--- src/rtl/picture_capture_writer_pkg.sv ---
// Shared definitions for the picture capture writer: FSM state codes,
// default RAM address width and RGB332 packing.
package picture_capture_writer_pkg;

  localparam int ADDR_W_DEFAULT = 20;

  localparam logic [1:0] ST_IDLE    = 2'd0;
  localparam logic [1:0] ST_ARMED   = 2'd1;
  localparam logic [1:0] ST_CAPTURE = 2'd2;
  localparam logic [1:0] ST_DONE    = 2'd3;

  typedef struct packed {
    logic [2:0] r;
    logic [2:0] g;
    logic [1:0] b;
  } rgb332_t;

  // Keep the top bits of each 8-bit channel: 3 red, 3 green, 2 blue.
  function automatic logic [7:0] rgb332(input logic [23:0] p);
    rgb332_t c;
    c.r = p[23:21];
    c.g = p[15:13];
    c.b = p[7:6];
    return c;
  endfunction

endpackage

--- src/rtl/picture_capture_writer_if.sv ---
// Write port of the dual-port image RAM as driven by the capture writer.
interface picture_capture_writer_if #(
  parameter int ADDR_W = 20
);
  logic              mem_we;
  logic [ADDR_W-1:0] mem_addr;
  logic [7:0]        mem_data;

  modport master (output mem_we, output mem_addr, output mem_data);
  modport slave  (input  mem_we, input  mem_addr, input  mem_data);
endinterface

--- src/rtl/picture_capture_writer_addr_gen.sv ---
// Window geometry for the capture writer: in-window and last-pixel flags
// plus the RAM address, built from a per-line base accumulator.
module capture_window_addr_gen
  import picture_capture_writer_pkg::*;
#(
  parameter int WIDTH  = 1023,
  parameter int HEIGHT = 767,
  parameter int ADDR_W = ADDR_W_DEFAULT
) (
  input  logic              pixel_clk,
  input  logic              reset_n,
  input  logic              restart,    // first evaluation of a new frame
  input  logic              commit,     // current pixel is being written
  input  logic [10:0]       x0,
  input  logic [9:0]        y0,
  input  logic [10:0]       hcount,
  input  logic [9:0]        vcount,
  output logic              in_window,
  output logic              last_pixel,
  output logic [ADDR_W-1:0] addr
);

  logic [ADDR_W-1:0] line_base_reg;
  logic [9:0]        cur_line_reg;
  logic              line_seen_reg;

  logic [11:0]       h12, x_lo, x_hi, v12, y_lo, y_hi;
  logic [ADDR_W-1:0] base_now, base_next;
  logic              seen_now;
  logic [10:0]       col_off;

  // 12-bit window bounds so x0+WIDTH / y0+HEIGHT cannot wrap.
  always_comb begin
    h12  = {1'b0, hcount};
    x_lo = {1'b0, x0};
    x_hi = x_lo + 12'(WIDTH);
    v12  = {2'b00, vcount};
    y_lo = {2'b00, y0};
    y_hi = y_lo + 12'(HEIGHT);
    in_window  = (h12 >= x_lo) && (h12 < x_hi) && (v12 >= y_lo) && (v12 < y_hi);
    last_pixel = in_window && (h12 == x_hi - 12'd1) && (v12 == y_hi - 12'd1);
  end

  // Row term: add WIDTH each time an in-window pixel lands on a new line.
  always_comb begin
    seen_now  = restart ? 1'b0 : line_seen_reg;
    base_now  = restart ? '0 : line_base_reg;
    base_next = (seen_now && (vcount != cur_line_reg)) ? base_now + ADDR_W'(WIDTH) : base_now;
    col_off   = hcount - x0;
    addr      = base_next + ADDR_W'(col_off);
  end

  // Track the line base of the last written pixel; clear while armed.
  always_ff @(posedge pixel_clk) begin
    if (!reset_n) begin
      line_base_reg <= '0;
      cur_line_reg  <= '0;
      line_seen_reg <= 1'b0;
    end else if (commit) begin
      line_base_reg <= base_next;
      cur_line_reg  <= vcount;
      line_seen_reg <= 1'b1;
    end else if (restart) begin
      line_base_reg <= '0;
      cur_line_reg  <= '0;
      line_seen_reg <= 1'b0;
    end
  end

endmodule

--- src/rtl/picture_capture_writer.sv ---
// Grabs a WIDTH x HEIGHT window of the live raster into an 8-bit RGB332
// image RAM, one frame per start request.
module picture_capture_writer
  import picture_capture_writer_pkg::*;
#(
  parameter int WIDTH  = 1023,
  parameter int HEIGHT = 767,
  parameter int ADDR_W = ADDR_W_DEFAULT
) (
  input  logic                     pixel_clk,
  input  logic                     reset_n,
  input  logic                     start,
  input  logic                     abort,
  input  logic [10:0]              x,
  input  logic [9:0]               y,
  input  logic [10:0]              hcount,
  input  logic [9:0]               vcount,
  input  logic [23:0]              pixel,
  picture_capture_writer_if.master mem,
  output logic                     busy,
  output logic                     done,
  output logic [ADDR_W-1:0]        pix_count
);

  logic [1:0]        state_reg;
  logic [10:0]       x0_reg;
  logic [9:0]        y0_reg;
  logic              mem_we_reg;
  logic [ADDR_W-1:0] mem_addr_reg;
  logic [7:0]        mem_data_reg;
  logic              done_reg;
  logic [ADDR_W-1:0] pix_count_reg;

  logic              origin, evaluate, commit, restart;
  logic              in_window, last_pixel;
  logic [ADDR_W-1:0] gen_addr;

  // Decide whether the current raster pixel is considered for capture.
  // The origin pixel is evaluated on the ARMED->CAPTURE transition; an
  // origin seen while already capturing means the window ran off the raster.
  always_comb begin
    origin   = (hcount == 11'd0) && (vcount == 10'd0);
    evaluate = 1'b0;
    if (!abort) begin
      if (state_reg == ST_ARMED && origin)
        evaluate = 1'b1;
      else if (state_reg == ST_CAPTURE && !origin)
        evaluate = 1'b1;
    end
    commit  = evaluate && in_window;
    restart = (state_reg == ST_ARMED);
  end

  capture_window_addr_gen #(
    .WIDTH  (WIDTH),
    .HEIGHT (HEIGHT),
    .ADDR_W (ADDR_W)
  ) u_addr_gen (
    .pixel_clk  (pixel_clk),
    .reset_n    (reset_n),
    .restart    (restart),
    .commit     (commit),
    .x0         (x0_reg),
    .y0         (y0_reg),
    .hcount     (hcount),
    .vcount     (vcount),
    .in_window  (in_window),
    .last_pixel (last_pixel),
    .addr       (gen_addr)
  );

  // Capture FSM with registered RAM write port, done pulse and pixel counter.
  always_ff @(posedge pixel_clk) begin
    if (!reset_n) begin
      state_reg     <= ST_IDLE;
      x0_reg        <= '0;
      y0_reg        <= '0;
      mem_we_reg    <= 1'b0;
      mem_addr_reg  <= '0;
      mem_data_reg  <= '0;
      done_reg      <= 1'b0;
      pix_count_reg <= '0;
    end else begin
      mem_we_reg <= 1'b0;
      done_reg   <= 1'b0;
      case (state_reg)
        ST_IDLE: begin
          if (start) begin
            x0_reg        <= x;
            y0_reg        <= y;
            pix_count_reg <= '0;
            state_reg     <= ST_ARMED;
          end
        end
        ST_ARMED, ST_CAPTURE: begin
          if (abort) begin
            state_reg <= ST_IDLE;
          end else if (evaluate) begin
            state_reg <= ST_CAPTURE;
            if (in_window) begin
              mem_we_reg    <= 1'b1;
              mem_addr_reg  <= gen_addr;
              mem_data_reg  <= rgb332(pixel);
              pix_count_reg <= pix_count_reg + 1'b1;
              if (last_pixel) begin
                state_reg <= ST_DONE;
                done_reg  <= 1'b1;
              end
            end
          end else if (state_reg == ST_CAPTURE) begin
            state_reg <= ST_IDLE;
          end
        end
        default: state_reg <= ST_IDLE;
      endcase
    end
  end

  assign mem.mem_we   = mem_we_reg;
  assign mem.mem_addr = mem_addr_reg;
  assign mem.mem_data = mem_data_reg;
  assign busy         = (state_reg == ST_ARMED) || (state_reg == ST_CAPTURE);
  assign done         = done_reg;
  assign pix_count    = pix_count_reg;

endmodule

--- src/flat_wrapper.sv ---
// flat-port wrapper written by rule: the top's interface ports become plain ports
module picture_capture_writer_flat import picture_capture_writer_pkg::*;
#(
  parameter int WIDTH  = 1023,
  parameter int HEIGHT = 767,
  parameter int ADDR_W = ADDR_W_DEFAULT
)
  (pixel_clk, reset_n, start, abort, x, y, hcount, vcount, pixel, busy, done, pix_count, mem_mem_we, mem_mem_addr, mem_mem_data);
  picture_capture_writer_if #(.ADDR_W(ADDR_W)) mem_i ();
  input  logic pixel_clk;
  input  logic reset_n;
  input  logic start;
  input  logic abort;
  input  logic [10:0] x;
  input  logic [9:0] y;
  input  logic [10:0] hcount;
  input  logic [9:0] vcount;
  input  logic [23:0] pixel;
  output logic busy;
  output logic done;
  output logic [ADDR_W-1:0] pix_count;
  output wire logic [$bits(mem_i.mem_we)-1:0] mem_mem_we;
  output wire logic [$bits(mem_i.mem_addr)-1:0] mem_mem_addr;
  output wire logic [$bits(mem_i.mem_data)-1:0] mem_mem_data;
  assign mem_mem_we = mem_i.mem_we;
  assign mem_mem_addr = mem_i.mem_addr;
  assign mem_mem_data = mem_i.mem_data;
  picture_capture_writer #(.WIDTH(WIDTH), .HEIGHT(HEIGHT), .ADDR_W(ADDR_W)) u_core (.pixel_clk(pixel_clk), .reset_n(reset_n), .start(start), .abort(abort), .x(x), .y(y), .hcount(hcount), .vcount(vcount), .pixel(pixel), .mem(mem_i), .busy(busy), .done(done), .pix_count(pix_count));
endmodule
--- config.mk ---
export PLATFORM = sky130hd
export DESIGN_NAME = picture_capture_writer_flat
export DESIGN_NICKNAME = d
export VERILOG_FILES = /design/src/rtl/picture_capture_writer_pkg.sv /design/src/rtl/picture_capture_writer_if.sv /design/src/rtl/picture_capture_writer_addr_gen.sv /design/src/rtl/picture_capture_writer.sv /design/src/flat_wrapper.sv
export SDC_FILE = /design/constraint.sdc
export NUM_CORES = 1
export LEC_CHECK = 0
export CAP_MARGIN = 20
export CORE_UTILIZATION = 50
export DETAILED_ROUTE_END_ITERATION = 10
export GPL_ROUTABILITY_DRIVEN = 0
export PLACE_DENSITY_LB_ADDON = 0.05
export REMOVE_ABC_BUFFERS = 1
export SYNTH_ARGS = -nofsm -noshare
export SYNTH_HDL_FRONTEND = slang
export SYNTH_SLANG_ARGS = --single-unit
--- constraint.sdc ---
create_clock -name pixel_clk -period 4.7 [get_ports pixel_clk]
set_input_delay 0.94 -clock pixel_clk [delete_from_list [all_inputs] [get_ports pixel_clk]]
set_output_delay 0.94 -clock pixel_clk [all_outputs]
set_load 0.02 [all_outputs]
After elaboration in Yosys (flattened, before gate mapping)
Index checks and enable logic that the tools add are counted.

Bitwise operators: 5. $lt $le $gt $ge: 4. Reduce and logical (&&, ||, !) cells: 24. Multiplexer cells: 24. Eq/ne operators: 10. Add/subtract/negate cells: 8.

Operators by type and width (number): $mux 20 (7); $pmux 20 s2 (1); $add 20x1->20 const B (1); $add 20x10->20 const B (1); $add 20x11->20 (1); $mux 10 (2); $add 11x10->12 const B (1); $eq 10x12->1 (1); $eq 11x12->1 (1); $lt 11x12->1 (1); $sub 11x1->12 const B (1); $sub 12x1->12 const B (1); $add 10x10->11 const B (1); $ge 11x11->1 (1); $logic_not 11->1 (1); $lt 10x11->1 (1); $sub 11x11->11 (1); $ge 10x10->1 (1); $logic_and 1x1->1 (10); $logic_not 10->1 (1); $mux 2 (5); $ne 10x10->1 (1); $mux 1 (8); $not 1->1 (5); other kinds (16) (20).

Input bits: 70. Register bits: 104. Output and inout port bits: 51.

Depth between registers and ports, before layout
Gate-level depths: netlist (run 1).

Depth after elaboration: 12. Depth in mapped cells: 21. Mapped depth without buffers: 21.

Modules after synthesis
Synthesis (run 1) repeated with hierarchy kept, for this count alone.

Cell total of the unflattened synthesis: 1033. Area, all modules: 8239.2 um2.

By module, submodules not included: capture_window_addr_gen (instances 1, cells an instance 632, sequential area each 620.6 um2, area an instance 4833.4 um2); picture_capture_writer (instances 1, cells an instance 401, sequential area each 1461.4 um2, area an instance 3405.8 um2).

Least setup slack after synthesis (run 1)
No wires, ideal clock.

Path type: input -> register. Start point: in hcount[0]. End point: reg u_core.mem_addr_reg[16], in the netlist u_core.mem.mem_addr[16]. Library setup time: 0.091 ns. Path buffers: 0. Setup slack: 0.528 ns. Cell stages on the path: 20. Arrival time: 4.081 ns. Cell sequence: inv_1 > ha_1 > inv_1 > fa_1 > a21o_1 > a21oi_1 > o21ai_0 > a21oi_1 > o21bai_1 > a21oi_1 > o21bai_1 > a21oi_1 > xnor2_1 > ha_1 > nand3_1 > a211oi_1 > nor3_1 > inv_1 > a21o_1 > a311oi_1.

Word-level cells in the longest chain between the ends: 8. Elaborated cells between the ends (all ways): 16. Those cells by class: 2 x add/sub; 2 x order compare; 3 x mux; 9 x reduce/logical.

RTL lines: start: declaration (RTL line flat_wrapper.sv:16) `input logic [10:0] hcount;`; branches (longest 8 deep; another with $add 20x11->20); end signal: assignment (RTL line picture_capture_writer.sv:102) `mem_addr_reg <= gen_addr;`; end: declaration (RTL line picture_capture_writer.sv:29) `logic [ADDR_W-1:0] mem_addr_reg;`.

Several ways; the timed one is not identified. A chain may end at the register's enable or synchronous reset.

Final worst setup path (run 1)
Start point: in vcount[6]. End point: reg u_core.mem_addr_reg[10], in the netlist u_core.mem.mem_addr[10].

Word-level cells in the longest chain between the ends: 8. Elaborated cells between the ends (all ways): 17. Those cells by class: 1 x add/sub; 2 x order compare; 1 x eq/ne; 4 x mux; 9 x reduce/logical.

RTL lines: start: declaration (RTL line flat_wrapper.sv:17) `input logic [9:0] vcount;`; branches (longest 8 deep; another with $add 20x11->20).

Several ways; the timed one is not identified.

==> impl_metrics.json, run 1 <==
{
  "status": "finished clean",
  "syn_area_per_cell_um2": 7.74,
  "wirelength_um": 19900,
  "total_power_mw": 2.58,
  "numCtsBuffers": 9,
  "hold_start": "u_core.mem.mem_addr[11]",
  "synth.top_cell.area_share_pct": 26.8,
  "holdPathStages": 2,
  "required_ns": 5.00,
  "cts_max_level": 3,
  "cts_buffer_depth": 2,
  "grt_usage_pct": 25.7,
  "core-area_um2": 15200,
  "netlist_area_um2": 7770,
  "postCtsHoldBufs": 0,
  "grt_max_degree": 33,
  "drive_above_1_share_pct": 9.45,
  "wire_per_inst_um": 14.9,
  "relSlewSlack_pct": 47.9,
  "r2r_end": "u_core.pix_count[9]",
  "dp_hpwl_um": 15200,
  "grt_first_pass_wirelength_um": 33300,
  "start_kind": "input port",
  "synth-edff-count": 0,
  "drc": 0,
  "start_util_pct": 51.1,
  "worstPathCellList": "clkdlybuf4s50_1, xnor2_1, nand4_1, o311ai_1, buf_4, mux2i_2, ha_1, inv_1, fa_1, nor2b_1, o21ai_0, a21o_1, a21oi_1, and2_1, o21ai_0, a2111oi_1, o21a_1",
  "num-nets-final": 1271,
  "p_per_area_nw_per_um2": 266,
  "diodes": 0,
  "final_util_pct": 63.9,
  "grt_pass1_vias": 6863,
  "cts_resized": 0,
  "vdd_ir_drop_max_mv": 0.185,
  "finalHoldViolations": 0,
  "ant_nets": 0,
  "layoutNonFillerInstCount": 1331,
  "root_buffer": "clkbuf_16",
  "cts_tree": "yes",
  "p_leak_nw": 3.57,
  "clock-skew-final_ns": 0.00826,
  "worst-path-buf-inv": 3,
  "cpMostUsedCell": "o21ai_0",
  "io_pins": 121,
  "cp_slowest_cell": "clkdlybuf4s50_1",
  "fin_ws_ns": 0.302,
  "dp.cells": 1315,
  "hold_path_class": "flip-flop to flip-flop",
  "place_area_um2": 9360,
  "critPathLaunch": "vcount[6]",
  "yosysTopAreaCell": "dfxtp_1",
  "min_period_ns": 4.40,
  "dieHeight_um": 127,
  "synth_seq_area_share_pct": 26.8,
  "async_flop_share_pct": 0,
  "cp_top_family": "compound AO/OA/AOI/OAI gates",
  "r2r-start": "u_core.x0_reg[1]",
  "synthTopCellsByArea": "dfxtp_1 27%, ha_1 9.8%, xnor2_1 7.1%, a21oi_1 5.9%, nand2_1 5.4%",
  "std_cell_rows": 45,
  "grt.overflow.total": 0,
  "synth.distinct_cells": 70,
  "synth_seq_cells": 104,
  "synthToLayoutAreaGrowth_pct": 25.1,
  "num-fill-cells": 1396,
  "worst-slew-pin-transition_ns": 0.779,
  "critical-path-max-stage-delay_ns": 0.51,
  "antenna_found_initial": 0,
  "endpoint_kind": "flip-flop",
  "crit_fanout": 3,
  "vias": 7439,
  "fin_area_um2": 9710,
  "place_ws_ns": -0.253,
  "clk_pin_slew_ns": 0.07,
  "drt-vias-per-instance": 5.59,
  "setup_viol": 0,
  "post_cts_buffers": 0,
  "worstSetupPathType": "input port to flip-flop",
  "insertion_delay_ns": 0.36,
  "rr_worst_depth": 17,
  "timing.final.crit_share_pct": 93.6,
  "slew_viol_final": 0,
  "die_w_um": 127,
  "rsz0062_at_grt": "false",
  "rrSetupSlack_ns": 0.40,
  "cap_viol_max_count": 0,
  "portBuffers": 104,
  "die_area_um2": 16000,
  "ys.flop_type": "dfxtp_1",
  "synth.yosys.warnings": 0,
  "cts_sinks": 104,
  "fmax_mhz": 227,
  "synthCells": 1004,
  "min_to": "u_core.mem.mem_addr[11]",
  "arrival_ns": 4.70,
  "firstDrtPassIters": 5,
  "drt_iter0_drc": 359
}
[Yosys cell counts, drive strengths merged, types with 16 or more instances]
cell type,number
nand2,111
dfxtp,104
nor2,95
a21oi,92
xnor2,63
ha,61
inv,47
nand3,44
o21ai,37
clkbuf,31
nor3,30
xor2,29
mux2i,18
nor4,16
[metal layers]
layer	vias up	track usage (%)	part of all wire, %	wire length [um]
li1	3862	-	-	-
met1	3403	34.9	49	9740
met2	156	42.4	45	8990
met3	18	4.68	4.5	890
met4	0	5.81	1.3	259
met5	-	0	0	0
[cells by family after synthesis]
group,synth area share [%]
buffers and inverters,4.53
multiplexers,2.90
AND/OR/NAND/NOR,26.3
AO/OA/AOI/OAI,18.8
adder cells (fa/ha/maj),10.3
flip-flops,26.8
XOR/XNOR,10.4
[worst max path at each step]
stage                                    endpoint  slack [ns]  cells after the start
after global routing      u_core.mem.mem_addr[16]        0.02                     19
after CTS                 u_core.mem.mem_addr[16]        0.03                     21
after global placement    u_core.mem.mem_addr[16]       -0.26                     21
after floorplan               u_core.pix_count[9]        0.05                     15
final                     u_core.mem.mem_addr[10]        0.30                     17
after detailed placement  u_core.mem.mem_addr[16]       -0.25                     21
[stage by stage]
step | hold slack [ns] | setup TNS, ns
after floorplan | 0.436 | 0
after global placement | 0.439 | -1.67
after detailed placement | 0.443 | -1.79
after CTS | 0.454 | 0
after global routing | 0.488 | 0
final | 0.452 | 0
[power by group]
group          switching (mW)  leakage, nW  internal, mW
clock network           0.376        0.150         0.425
registers              0.0298        0.841         0.899
logic                   0.472         2.57         0.381
[worst min-delay path, stage by stage (launching register included)]
cell     delay (ns)
dfxtp_1        0.31
nand2_1        0.05
a21oi_1        0.05
[area by class of cell]
type	count	area [um2]	share of cell area [%]
multi-input combinational	810	5370	55.3
sequential	104	2080	21.4
timing repair buffer	166	1540	15.8
tap	188	235	2.42
clock buffer	9	225	2.32
inverter	47	176	1.82
clock inverter	7	86.3	0.889
[cells in the final DEF, fill, tap and decap left out, types with 15 or more instances in the layout]
cell,count
mux2i_1,17
o31ai_1,15
nor3_1,27
xor2_1,29
nand3_1,44
xnor2_1,63
or3_1,15
a21oi_1,90
clkdlybuf4s50_1,103
dfxtp_1,104
nor2_1,94
ha_1,60
inv_1,44
nand2_1,111
o21ai_0,33
buf_4,59
No activity file was read; power rests on OpenSTA's default activity.
==> inputs of run 2 (changes only) <==
--- a/config.mk
+++ b/config.mk
@@ -9,8 +9,10 @@
 export CORE_UTILIZATION = 50
 export DETAILED_ROUTE_END_ITERATION = 10
 export GPL_ROUTABILITY_DRIVEN = 0
+export GPL_TIMING_DRIVEN = 0
 export PLACE_DENSITY_LB_ADDON = 0.05
 export REMOVE_ABC_BUFFERS = 1
+export SLEW_MARGIN = 20
 export SYNTH_ARGS = -nofsm -noshare
 export SYNTH_HDL_FRONTEND = slang
 export SYNTH_SLANG_ARGS = --single-unit
==> run 2 against run 1 <==
  * Register-to-register slack worse by 0.11 ns
  * Global-route usage shrank 0.93 points
  * Clock power is essentially flat
  * Non-clock buffer count decreased by 51
  * Sequential power up 0.8%
  * Largest cell class unchanged
  * Cell area is 2.6% lower
  * Worst setup slack worse by 0.024 ns
  * Highest routed layer unchanged
  * Core utilization shrank 1.6 points
==> impl_metrics.json, run 2 (synthesis results as in run 1) <==
{
  "status": "finished clean",
  "root_buffer": "clkbuf_16",
  "finalHoldViolations": 0,
  "diodes": 0,
  "place_area_um2": 8950,
  "start_kind": "input port",
  "final_cell_mix": "111 x nand2_1, 103 x dfxtp_1, 94 x nor2_1",
  "grt_pass1_vias": 6516,
  "portBuffers": 104,
  "cts_tree": "yes",
  "dieHeight_um": 127,
  "p_comb_share_pct": 31.8,
  "grt_max_degree": 73,
  "power_switching_uw": 855,
  "vdd_ir_drop_max_mv": 0.177,
  "crit_fanout": 5,
  "dp.cells": 1258,
  "num-fill-cells": 1422,
  "cap_viol_max_count": 0,
  "p_seq_share_pct": 36.7,
  "fin_hold_ws_ns": 0.453,
  "ant_nets": 0,
  "cts_buffer_depth": 2,
  "vias": 7308,
  "start_util_pct": 51.1,
  "worstPathCellList": "clkdlybuf4s50_1, ha_1, o21a_1, o31a_1, o21ai_1, a21boi_0, o21ai_0, nand2b_1, a21o_1, a21oi_1, xnor2_1, ha_1, nand3_1, a211oi_2, nor3_2, nor3_1, xnor2_1, nand2_1, a21oi_1",
  "rrSetupSlack_ns": 0.29,
  "worstSetupPathType": "input port to flip-flop",
  "synthToLayoutAreaGrowth_pct": 21.9,
  "grt.overflow.total": 0,
  "p_leak_nw": 3.42,
  "arrival_ns": 4.70,
  "core-area_um2": 15200,
  "postCtsHoldBufs": 0,
  "fin_area_um2": 9470,
  "wirelength_um": 19900,
  "internal_power_mw": 1.69,
  "std_cell_rows": 45,
  "timing.final.crit_share_pct": 94.1,
  "setup_viol": 0,
  "relSlewSlack_pct": 45.9,
  "grt_usage_pct": 24.8,
  "cts_max_level": 3,
  "firstDrtPassIters": 4,
  "die_area_um2": 16000,
  "cp_slowest_cell": "clkdlybuf4s50_1",
  "fmax_mhz": 226,
  "min_period_ns": 4.42,
  "drt-vias-per-instance": 5.70,
  "numCtsBuffers": 9,
  "cp_top_family": "compound AO/OA/AOI/OAI gates",
  "worst-path-buf-inv": 1,
  "slew_viol_final": 0,
  "swShare_pct": 33.6,
  "critical-path-max-stage-delay_ns": 0.55,
  "clkPwrFrac_pct": 31.5,
  "grt_first_pass_wirelength_um": 32100,
  "endpoint_kind": "flip-flop",
  "worst-slew-pin-transition_ns": 0.811,
  "required_ns": 4.98,
  "dp_hpwl_um": 14600,
  "drt_iter0_drc": 373,
  "clk_pin_slew_ns": 0.07,
  "layoutNonFillerInstCount": 1281,
  "wire_per_inst_um": 15.5,
  "clock-skew-final_ns": 0.00812,
  "num-nets-final": 1221,
  "cts_sinks": 104,
  "p_per_area_nw_per_um2": 269,
  "drive_above_1_share_pct": 6.31,
  "hold_path_class": "flip-flop to flip-flop",
  "rsz0062_at_grt": "true",
  "io_pins": 121,
  "insertion_delay_ns": 0.36,
  "antenna_found_initial": 0,
  "final_common_cell": "nand2_1",
  "drc": 0,
  "die_w_um": 127
}
==> run 2: layout make-up <==
type                    count  area [um2]  share of cell area [%]
clock inverters             5        61.3                   0.648
multi-input cells         811        5480                    57.9
repair buffers            115        1180                    12.4
flip-flops and latches    104        2080                    22.0
well taps                 188         235                    2.48
clock buffers              11         253                    2.67
inverters                  47         179                    1.89
==> run 2: routing by layer <==
metal | track usage [%] | vias to the layer above | share of wire, %
met5 | 0 | - | 0
met2 | 41.0 | 154 | 46
met1 | 33.4 | 3362 | 49
met4 | 7.37 | 0 | 1.3
li1 | - | 3776 | -
met3 | 3.71 | 16 | 4.1
==> run 2: path summary, 6_finish.rpt <==
| path | startpoint | end | cells after the start |
|---|---|---|---|
| setup reg to reg | u_core.x0_reg[2] | u_core.pix_count[17] | 16 |
| setup / recovery | hcount[2] | u_core.mem.mem_addr[14] | 19 |
| hold reg to reg | u_core.mem.mem_addr[6] | u_core.mem.mem_addr[6] | 2 |
| hold / removal | u_core.mem.mem_addr[6] | u_core.mem.mem_addr[6] | 2 |
==> run 2: through the flow <==
step	total power, mW	TNS [ns]	setup slack (ns)	util [%]
2_1_floorplan	1.50	0	0.0547	-
3_3_place_gp	1.71	-38.46	-1.39	58.3
3_5_place_dp	1.73	-9.17	-0.493	58.9
4_1_cts	2.53	0	0.0333	61.2
5_1_grt	2.70	-0.0179	-0.0104	62.3
6_report	2.55	0	0.277	62.3
==> run 2: worst reg2reg max path: cells and delay by family (launching register included) <==
kind,cells,cell delay (ns)
and+or+nand+nor,2,0.85
adders and majority gates,2,0.56
AOI/OAI and AO/OA,8,1.66
buffers and inverters,3,0.56
DFF,1,0.46
xor gates and xnor gates,1,0.25
==> run 2: timing repair <==
action | 4_1_cts | 5_1_grt
resized for setup | 8 | 30
setup endpoints to repair | 26 | 32
pin swaps | 2 | 9
cloned | 0 | 1
setup buffers | 0 | 6
==> run 2: power by group through the flow <==
stage	logic [mW]	registers, mW	clock network (mW)
floorplan	0.554	0.949	0
global placement	0.759	0.954	0
detailed placement	0.771	0.955	0
CTS	0.781	0.934	0.819
global route	0.908	0.940	0.853
finish	0.810	0.936	0.801
==> inputs of run 3 (changes only) <==
--- a/config.mk
+++ b/config.mk
@@ -12,7 +12,7 @@
 export GPL_TIMING_DRIVEN = 0
 export PLACE_DENSITY_LB_ADDON = 0.05
 export REMOVE_ABC_BUFFERS = 1
-export SLEW_MARGIN = 20
+export SLEW_MARGIN = 40
 export SYNTH_ARGS = -nofsm -noshare
 export SYNTH_HDL_FRONTEND = slang
 export SYNTH_SLANG_ARGS = --single-unit
==> run 3 against run 2 <==
  * Count of clock-buffer cells in the layout is 2 lower
  * Critical path type unchanged
  * Register-to-register slack about the same
  * Fmax shrank 0.51%
==> impl_metrics.json, run 3 (synthesis results as in run 1) <==
{
  "status": "finished clean",
  "p_comb_share_pct": 32.5,
  "dp_hpwl_um": 14600,
  "portBuffers": 104,
  "power_switching_uw": 878,
  "min_to": "u_core.mem.mem_addr[11]",
  "die_area_um2": 16000,
  "tns_ns": 0,
  "fin_ws_ns": 0.255,
  "std_cell_rows": 45,
  "vias": 7337,
  "rsz0062_at_grt": "true",
  "drt_iter0_drc": 347,
  "wire_per_inst_um": 15.5,
  "start_util_pct": 51.1,
  "holdPathStages": 2,
  "grt_usage_pct": 25.1,
  "clock-skew-final_ns": 0.0105,
  "numCtsBuffers": 9,
  "vdd_ir_drop_max_mv": 0.184,
  "multiInputGateArea_um2": 5500,
  "cts_max_level": 3,
  "wirelength_um": 19900,
  "dieHeight_um": 127,
  "fmax_mhz": 225,
  "grt_pass1_vias": 6623,
  "root_buffer": "clkbuf_16",
  "arrival_ns": 4.74,
  "finalHoldViolations": 0,
  "cts_sinks": 104,
  "seq_area_um2": 2080,
  "internal_power_mw": 1.62,
  "firstDrtPassIters": 4,
  "r2r_end": "u_core.pix_count[8]",
  "grt_max_degree": 73,
  "core-area_um2": 15200,
  "r2r-start": "u_core.x0_reg[2]",
  "die_w_um": 127,
  "cap_viol_max_count": 0,
  "hold_path_class": "flip-flop to flip-flop",
  "worstSetupPathType": "input port to flip-flop",
  "num-fill-cells": 1437,
  "clkPwrFrac_pct": 30.0,
  "crit_fanout": 6,
  "grt_first_pass_wirelength_um": 32600,
  "required_ns": 4.99,
  "rrSetupSlack_ns": 0.28,
  "min_period_ns": 4.44,
  "worst-slew-pin-transition_ns": 0.786,
  "hold_start": "u_core.mem.mem_addr[11]",
  "diodes": 0,
  "swShare_pct": 35.2,
  "setup_viol": 0,
  "rr_worst_depth": 15,
  "drc": 0,
  "antenna_found_initial": 0,
  "endpoint_kind": "flip-flop",
  "final_common_cell": "nand2_1",
  "synthToLayoutAreaGrowth_pct": 22.0,
  "place_area_um2": 8970,
  "clk_pin_slew_ns": 0.08,
  "ant_nets": 0,
  "fin_hold_ws_ns": 0.457,
  "fin_area_um2": 9480,
  "p_leak_nw": 3.43,
  "grt.overflow.total": 0,
  "num-nets-final": 1223,
  "cts_buffer_depth": 2,
  "slew_viol_final": 0,
  "relSlewSlack_pct": 47.6,
  "drt-vias-per-instance": 5.72,
  "final_cell_mix": "111 x nand2_1, 103 x dfxtp_1, 94 x nor2_1",
  "p_seq_share_pct": 37.5,
  "drive_above_1_share_pct": 6.76,
  "io_pins": 121,
  "postCtsHoldBufs": 0,
  "timing.final.crit_share_pct": 94.6,
  "place_ws_ns": -0.695,
  "p_per_area_nw_per_um2": 263,
  "start_kind": "input port",
  "insertion_delay_ns": 0.36,
  "cts_tree": "yes"
}
==> run 3: cell types whose count changed in the layout (fill, tap and decap cells not counted), sizes merged <==
| cell | previous run | this run |
|---|---|---|
| clkbuf | 11 | 9 |
| bufinv | 1 | 0 |
| clkinv | 2 | 4 |
| clkinvlp | 0 | 1 |
| buf | 11 | 13 |
==> run 3: power by group through the flow <==
stage                     combinational (mW)  clock (mW)  sequential, mW
after floorplan                        0.554           0           0.949
after global placement                 0.759           0           0.954
after detailed placement               0.776           0           0.955
after CTS                              0.784       0.772           0.934
after global routing                   0.912       0.803           0.939
final                                  0.810       0.749           0.934
==> run 3: cell type report <==
class,instances,area share [%]
clock inverter,7,0.700
multi-input combinational,811,58.0
tap,188,2.48
sequential,104,22.0
timing repair buffer,117,12.5
clock buffer,9,2.38
inverter,47,1.91
==> run 3: stage by stage <==
| step | power (mW) | cells | util, % |
|---|---|---|---|
| floorplan | 1.50 | 961 | - |
| global placement | 1.71 | 1253 | 58.3 |
| detailed placement | 1.73 | 1259 | 59.0 |
| CTS | 2.49 | 1276 | 61.2 |
| global route | 2.65 | 1283 | 62.3 |
| finish | 2.49 | 1283 | 62.3 |
==> run 3: worst max path at each step <==
stage	endpoint	start	slack (ns)	cells past startpoint
6_report	u_core.mem.mem_addr[17]	hcount[0]	0.26	20
5_1_grt	u_core.pix_count[19]	u_core.x0_reg[2]	-0.03	15
4_1_cts	u_core.mem.mem_addr[15]	hcount[0]	0.04	21
3_5_place_dp	u_core.mem.mem_addr[15]	vcount[4]	-0.70	15
3_3_place_gp	u_core.mem.mem_addr[15]	vcount[7]	-1.39	15
2_1_floorplan	u_core.pix_count[9]	u_core.x0_reg[2]	0.05	15
==> run 3: critical path, stage by stage <==
cell and delay, ns:
clkdlybuf4s50_1 0.47, inv_1 0.11, ha_1 0.17, inv_1 0.06
fa_1 0.40, a21o_1 0.21, a21oi_2 0.16, o21ai_1 0.09
a21oi_2 0.16, o21bai_1 0.09, a21oi_2 0.17, o21bai_1 0.09
a21oi_2 0.17, xnor2_2 0.12, ha_4 0.32, buf_4 0.11
nand2_1 0.05, o21a_2 0.25, or4_1 0.50, o211ai_1 0.10
==> run 3: what timing repair did <==
action	4_1_cts	5_1_grt
buffers inserted	1	6
gates resized for setup	5	34
gates cloned	0	1
endpoints found under the setup margin	11	57
pin swaps	4	10
==> run 3: per-layer routing <==
layer | vias to the layer above | routed length [um] | GRT usage, %
met5 | - | 0 | 0
met4 | 0 | 242 | 5.95
met3 | 19 | 915 | 4.81
met2 | 172 | 9100 | 40.9
met1 | 3375 | 9640 | 34.2
li1 | 3771 | - | -
